$ cat config.mk
export PLATFORM = sky130hd
export DESIGN_NAME = sha256_round_ctrl
export DESIGN_NICKNAME = d
export VERILOG_FILES = /design/src/rtl/sha256_round_ctrl.sv
export SDC_FILE = /design/constraint.sdc
export NUM_CORES = 2
export LEC_CHECK = 0
export CAP_MARGIN = 20
export CORE_AREA = 2 2 523 525
export DETAILED_ROUTE_END_ITERATION = 8
export DIE_AREA = 0 0 525 527
export GPL_TIMING_DRIVEN = 0
export PLACE_DENSITY = 0.39
export SYNTH_ARGS = -nofsm -noshare
export SYNTH_HDL_FRONTEND = slang
export SYNTH_SLANG_ARGS = --single-unit
$ cat constraint.sdc
create_clock -name clk_i -period 5.7 [get_ports clk_i]
set_input_delay 1.14 -clock clk_i [delete_from_list [all_inputs] [get_ports clk_i]]
set_output_delay 1.14 -clock clk_i [all_outputs]
set_load 0.02 [all_outputs]
$ cat src/rtl/sha256_round_ctrl.sv
// Purpose : sequences one 512-bit block through 64 rounds of an external combinational
//           SHA-256 round datapath, supplying K[t] from ROM and W[t] from a 16-word window,
//           then adds the working state into the hash and presents the digest.
// Latency : block accepted in cycle c -> ROUND c+1..c+64 -> FINAL c+65 -> v_o from c+66.
// Backpr. : ready_o is high only in IDLE; the digest is held in DONE until yumi_i.
// Ports   : clk_i/reset_i (sync, active-high); v_i/block_i/first_i/ready_o input block;
//           round_state_o/kt_o/wt_o to datapath, round_state_i back; v_o/digest_o/yumi_i out.
// Option  : define SHA256_ROUND_CTRL_CHAIN_EN to chain blocks (first_i selects IV vs digest).
module sha256_round_ctrl (
    input  logic         clk_i,
    input  logic         reset_i,
    input  logic         v_i,
    input  logic [511:0] block_i,
    input  logic         first_i,
    output logic         ready_o,
    output logic [255:0] round_state_o,
    output logic [31:0]  kt_o,
    output logic [31:0]  wt_o,
    input  logic [255:0] round_state_i,
    output logic         v_o,
    output logic [255:0] digest_o,
    input  logic         yumi_i
);

    localparam logic [255:0] IV = 256'h6a09e667_bb67ae85_3c6ef372_a54ff53a_510e527f_9b05688c_1f83d9ab_5be0cd19;

    // Listed K[0] first, so K[0] lands at index 63: index with ~t (== 63 - t).
    localparam logic [63:0][31:0] K_ROM = {
        32'h428a2f98, 32'h71374491, 32'hb5c0fbcf, 32'he9b5dba5, 32'h3956c25b, 32'h59f111f1, 32'h923f82a4, 32'hab1c5ed5,
        32'hd807aa98, 32'h12835b01, 32'h243185be, 32'h550c7dc3, 32'h72be5d74, 32'h80deb1fe, 32'h9bdc06a7, 32'hc19bf174,
        32'he49b69c1, 32'hefbe4786, 32'h0fc19dc6, 32'h240ca1cc, 32'h2de92c6f, 32'h4a7484aa, 32'h5cb0a9dc, 32'h76f988da,
        32'h983e5152, 32'ha831c66d, 32'hb00327c8, 32'hbf597fc7, 32'hc6e00bf3, 32'hd5a79147, 32'h06ca6351, 32'h14292967,
        32'h27b70a85, 32'h2e1b2138, 32'h4d2c6dfc, 32'h53380d13, 32'h650a7354, 32'h766a0abb, 32'h81c2c92e, 32'h92722c85,
        32'ha2bfe8a1, 32'ha81a664b, 32'hc24b8b70, 32'hc76c51a3, 32'hd192e819, 32'hd6990624, 32'hf40e3585, 32'h106aa070,
        32'h19a4c116, 32'h1e376c08, 32'h2748774c, 32'h34b0bcb5, 32'h391c0cb3, 32'h4ed8aa4a, 32'h5b9cca4f, 32'h682e6ff3,
        32'h748f82ee, 32'h78a5636f, 32'h84c87814, 32'h8cc70208, 32'h90befffa, 32'ha4506ceb, 32'hbef9a3f7, 32'hc67178f2
    };

    typedef enum logic [1:0] {IDLE, ROUND, FINAL, DONE} state_e;

    state_e             state_q, state_d;
    logic [5:0]         t_q;
    logic [15:0][31:0]  w_q;       // w_q[0] is W[t], w_q[15] is W[t+15]
    logic [255:0]       work_q;
    logic [255:0]       digest_q;
    logic [255:0]       hin_load;  // Hin chosen at accept time
    logic [255:0]       hin_final; // same Hin, recalled in FINAL
    logic [255:0]       digest_sum;
    logic [31:0]        w_next;

    function automatic logic [31:0] ssig0(input logic [31:0] x);
        return {x[6:0], x[31:7]} ^ {x[17:0], x[31:18]} ^ (x >> 3);
    endfunction

    function automatic logic [31:0] ssig1(input logic [31:0] x);
        return {x[16:0], x[31:17]} ^ {x[18:0], x[31:19]} ^ (x >> 10);
    endfunction

`ifdef SHA256_ROUND_CTRL_CHAIN_EN
    logic [255:0] chain_q;
    logic         first_q;  // first_i of the block in flight

    assign hin_load  = first_i ? IV : chain_q;
    // chain_q only changes in FINAL, so it still equals the value used at accept.
    assign hin_final = first_q ? IV : chain_q;
`else
    logic unused_first;

    assign unused_first = first_i;
    assign hin_load     = IV;
    assign hin_final    = IV;
`endif

    assign w_next = ssig1(w_q[14]) + w_q[9] + ssig0(w_q[1]) + w_q[0];

    always_comb begin
        digest_sum = '0;
        for (int i = 0; i < 8; i++) begin
            digest_sum[32*i +: 32] = hin_final[32*i +: 32] + work_q[32*i +: 32];
        end
    end

    always_ff @(posedge clk_i) begin
        if (reset_i) begin
            state_q <= IDLE;
        end else begin
            state_q <= state_d;
        end
    end

    always_comb begin
        state_d = state_q;
        ready_o = 1'b0;
        v_o     = 1'b0;
        case (state_q)
            IDLE: begin
                ready_o = 1'b1;
                if (v_i) state_d = ROUND;
            end
            ROUND: begin
                if (t_q == 6'd63) state_d = FINAL;
            end
            FINAL: begin
                state_d = DONE;
            end
            DONE: begin
                v_o = 1'b1;
                if (yumi_i) state_d = IDLE;
            end
            default: state_d = IDLE;
        endcase
    end

    always_ff @(posedge clk_i) begin
        if (reset_i) begin
            t_q      <= '0;
            w_q      <= '0;
            work_q   <= '0;
            digest_q <= '0;
`ifdef SHA256_ROUND_CTRL_CHAIN_EN
            chain_q  <= IV;
            first_q  <= 1'b1;
`endif
        end else begin
            case (state_q)
                IDLE: begin
                    if (v_i) begin
                        // Message word 0 sits in the top bits of block_i.
                        for (int i = 0; i < 16; i++) begin
                            w_q[i] <= block_i[32*(15-i) +: 32];
                        end
                        work_q <= hin_load;
                        t_q    <= '0;
`ifdef SHA256_ROUND_CTRL_CHAIN_EN
                        first_q <= first_i;
`endif
                    end
                end
                ROUND: begin
                    work_q <= round_state_i;
                    w_q    <= {w_next, w_q[15:1]};
                    // Exit is decoded at t==63, so the increment to 0 happens only on leaving.
                    t_q    <= t_q + 6'd1;
                end
                FINAL: begin
                    digest_q <= digest_sum;
`ifdef SHA256_ROUND_CTRL_CHAIN_EN
                    chain_q  <= digest_sum;
`endif
                end
                default: ;
            endcase
        end
    end

    assign round_state_o = work_q;
    assign kt_o          = K_ROM[~t_q];
    assign wt_o          = w_q[0];
    assign digest_o      = digest_q;

endmodule

==> qor.txt <==
Status: complete, but fails checks
Failing checks: negative setup slack
Worst path most repeated cell: clkbuf_2
Max-Cap Viols: 0
Congestion Overflow GR: 0
Critical Path Fanout Max: 14
Critical-path cell list: inv_1 -> clkbuf_2 -> ha_2 -> clkbuf_2 -> nor2_1 -> o311ai_1 -> o211ai_1 -> o21ai_0 -> clkdlybuf4s50_1
Maximum buffer depth of the clock tree: 3
Final setup fails: 1
Sw Pwr: 0.0304 W
Most frequent cell after synthesis: dfxtp_1
Area after DPL: 67000 um^2
R2R depth: 14
Die area: 277000 um^2
Lkg Pwr: 25.7 nW
Synthesized Nets: 6694
Compound-Gate Fraction of Synth Area: 24.7%
Fin. Hold Viols: 0
Fin cells: 11057
Min-Delay Path Class: flop to flop
Design area: 72000 um^2
Routed WL per cell: 33.9 um
Top FF cell, synth: dfxtp_1
Number of synthesized register bits: 1032
Largest area contributor in the netlist: dfxtp_1
Synth top area share: 42.8%
Synthesis-to-finish area growth: 48.9%
Tcrit/Tclk final: 100%
Period minus WS final: 5.71 ns
Clock Power Share: 15.6%
Hold path depth: 2
Number of DRC markers in iteration 0: 4239
# DRC: 0
Async set or reset register ratio after synthesis: 0%
Remaining antenna violation count: 0
FF-to-FF End: w_q[506]$_SDFFE_PP0P_
Final HPWL DP: 314 mm
Simple-Gate Fraction of Synth Area: 14.2%
First-pass GRT wire length: 492 mm
Logic pwr share: 62.3%
Sequential area share after synthesis: 42.8%
R2r setup slk: 0.36 ns
Synth cell count leaders: dfxtp_1 (1032), nor2_1 (1024), o22ai_1 (606)
PD cells: 816 nW/um^2
Global routing usage on met2: 45.3%
Chip width: 525 um
Post-synth EDFFs: 0
Internal power: 0.0283 W
Filler cell count: 29467
Pre-CTS WS: -0.492 ns
Max VDD drop: 0.813 mV
Clk root buf: clkbuf_16
Placed cells: 10773
Unrepaired setup endpoints after global routing: yes
I/O pin total: 1351
CP Buf/Inv Count: 4
GPL Wtd Cong: 0.937
Mapped Cells: 5799
Sw Ratio: 51.8%
Largest family of logic cells by synthesized area: compound AO/OA/AOI/OAI gates
Worst-Skew Late Latency: 0.82 ns
Crit-path max cell delay: 0.71 ns
Hold endpoint: digest_o[157]$_SDFFE_PP0P_
Via-to-Cell Ratio: 4.80
RR Startpoint: w_q[466]$_SDFFE_PP0P_
Clock transition at path regs: 0.06 ns
Die Y: 527 um
Register share of total power: 22.2%
Hold-fix buffers, CTS: 0
CP Launch Type: flop
Most Crowded Layer GR: met2
Buffers on Ports: 1349
CTS buffer count: 136
Maximum clock rate: 175 MHz
Fraction of layout cells with a size suffix above 1: 5.56%
Yosys warns: 0
HP Start: digest_o[157]$_SDFFE_PP0P_
H-tree depth: 4
Met3 Usage GRT: 5.93%
Post-synthesis cell type count: 95
Mux cell area share after synthesis: 2.31%
TritonCTS clock tree: done
Fraction of the mapped netlist area in adder cells: 4.12%
Average instance area after synthesis: 8.33 um^2
Pin count of the biggest net entering global routing: 17
Final standard cell utilization of the core: 26.5%
Max-slew violations: 0
Worst setup slack after layout: -0.00685 ns
GRT Total Usage: 26.0%
Routed vias: 53103
Mapped cell area: 48300 um^2
Final Power: 0.0587 W
Crit Path Class: flop to primary output
Post-synthesis share of cell area spent on xor and xnor gates: 6.14%
Synth area leaders: dfxtp_1 (43%), nor2_1 (8.0%), o22ai_1 (7.8%), o21ai_0 (4.0%), a211oi_1 (3.8%)
Initial antenna violation count: 128
CP endpoint kind: primary output
Clock Skew: 0.0443 ns
Core area: 272000 um^2
Row cnt: 192
Met1 Resource Use GR: 30.4%
Vias in the first global route: 52276
Slew headroom: 25.6%
Worst EP required: 4.56 ns
Arrival @ worst endpoint: 4.57 ns
Initial core utilization: 17.8%
DRT Pass-1 Iters: 6
CP delay by family, top: buffers and inverters
Clock sinks: 1032
Routed wire length: 375 mm
Actual slew at the worst max-slew pin: 1.09 ns
Slowest-stage cell, CP: clkdlybuf4s50_1
Final #Nets: 8218
-- per-layer routing --
metal	wire length, um	vias to the layer above
met1	149000	26405
li1	-	23853
met3	23900	502
met4	17900	98
met2	183000	2245
met5	606	-
-- layout by cell type (no fill, tap or decap), types with 41 or more instances in the layout --
master and n:
a211oi_1 240, a21oi_1 149, a22oi_1 138, buf_4 41, clkbuf_1 443, clkbuf_16 138
clkbuf_2 42, clkdlybuf4s50_1 1345, dfxtp_1 1030, diode_2 41, fa_1 62, ha_1 57
inv_1 153, mux2i_1 96, nand2_1 265, nor2_1 1018, nor3_1 165, o21ai_0 382
o21ai_1 77, o22ai_1 606, xnor2_1 187, xor2_1 152
-- state kept, by name, indices dropped and copies added, names as in the netlist --
register       count
w_q              480
digest_o         256
round_state_o    256
wt_o              32
t_q                6
state_q            2
-- cell type report --
| cell class | count | area [um^2] | share of cell area (%) |
|---|---|---|---|
| multi-input combinational | 4064 | 24900 | 34.7 |
| sequential | 1032 | 20700 | 28.7 |
| timing repair buffer | 1390 | 14200 | 19.7 |
| tap | 3589 | 4490 | 6.24 |
| clock buffer | 199 | 3990 | 5.55 |
| buffer | 541 | 2300 | 3.20 |
| clock inverter | 43 | 713 | 0.991 |
| inverter | 158 | 597 | 0.829 |
| antenna | 41 | 103 | 0.143 |
-- cell families after synthesis --
logic type,count (synthesis)
fa+ha+maj,122
flops,1032
buf+inv,703
simple gates,1638
xor+xnor,339
compound gates,1861
mux,104
-- worst max-delay path by stage --
stage,startpoint,end,slack (ns),cells after the start
3_3_place_gp,v_i,t_q[2]$_SDFFE_PP0P_,-1.76,9
5_1_grt,t_q[0]$_SDFFE_PP0P_,kt_o[26],-0.06,10
2_1_floorplan,w_q[468]$_SDFFE_PP0P_,w_q[505]$_SDFFE_PP0P_,1.72,16
3_5_place_dp,t_q[1]$_SDFFE_PP0P_,kt_o[4],-0.49,11
4_1_cts,t_q[0]$_SDFFE_PP0P_,kt_o[12],0.02,9
6_report,t_q[0]$_SDFFE_PP0P_,kt_o[12],-0.007,9
-- stage by stage --
step | setup TNS, ns | hold slack (ns)
after floorplan | 0 | 0.469
after global placement | -217.63 | 0.435
after detailed placement | -7.99 | 0.442
after CTS | 0 | 0.449
after global routing | -0.0593 | 0.469
final | -0.00685 | 0.449
-- worst reg2reg max path: stages, from the launching register on --
cell,delay [ns]
dfxtp_1,0.78
xor2_1,0.20
xnor2_1,0.18
fa_1,0.43
fa_1,0.57
inv_1,0.06
ha_1,0.31
a211o_1,0.34
a211oi_1,0.59
nor3_1,0.15
o31ai_1,0.68
or4_1,0.25
o211ai_1,0.11
xnor2_1,0.38
o22ai_1,0.15
-- power groups by stage --
| stage | registers [W] | logic [W] | clock network, W |
|---|---|---|---|
| finish | 0.0130 | 0.0366 | 0.00913 |
| global route | 0.0132 | 0.0389 | 0.00964 |
| floorplan | 0.0129 | 0.0199 | 0 |
| global placement | 0.0131 | 0.0362 | 0 |
| CTS | 0.0130 | 0.0367 | 0.00936 |
| detailed placement | 0.0131 | 0.0365 | 0 |
-- timing repair --
| action | 4_1_cts | 5_1_grt |
|---|---|---|
| resized for setup | 59 | 18 |
| setup endpoints to repair | 32 | 10 |
| hold endpoints to repair | 0 | 0 |
| buffers inserted | 5 | 0 |
Power figures use the tool's default switching activity.
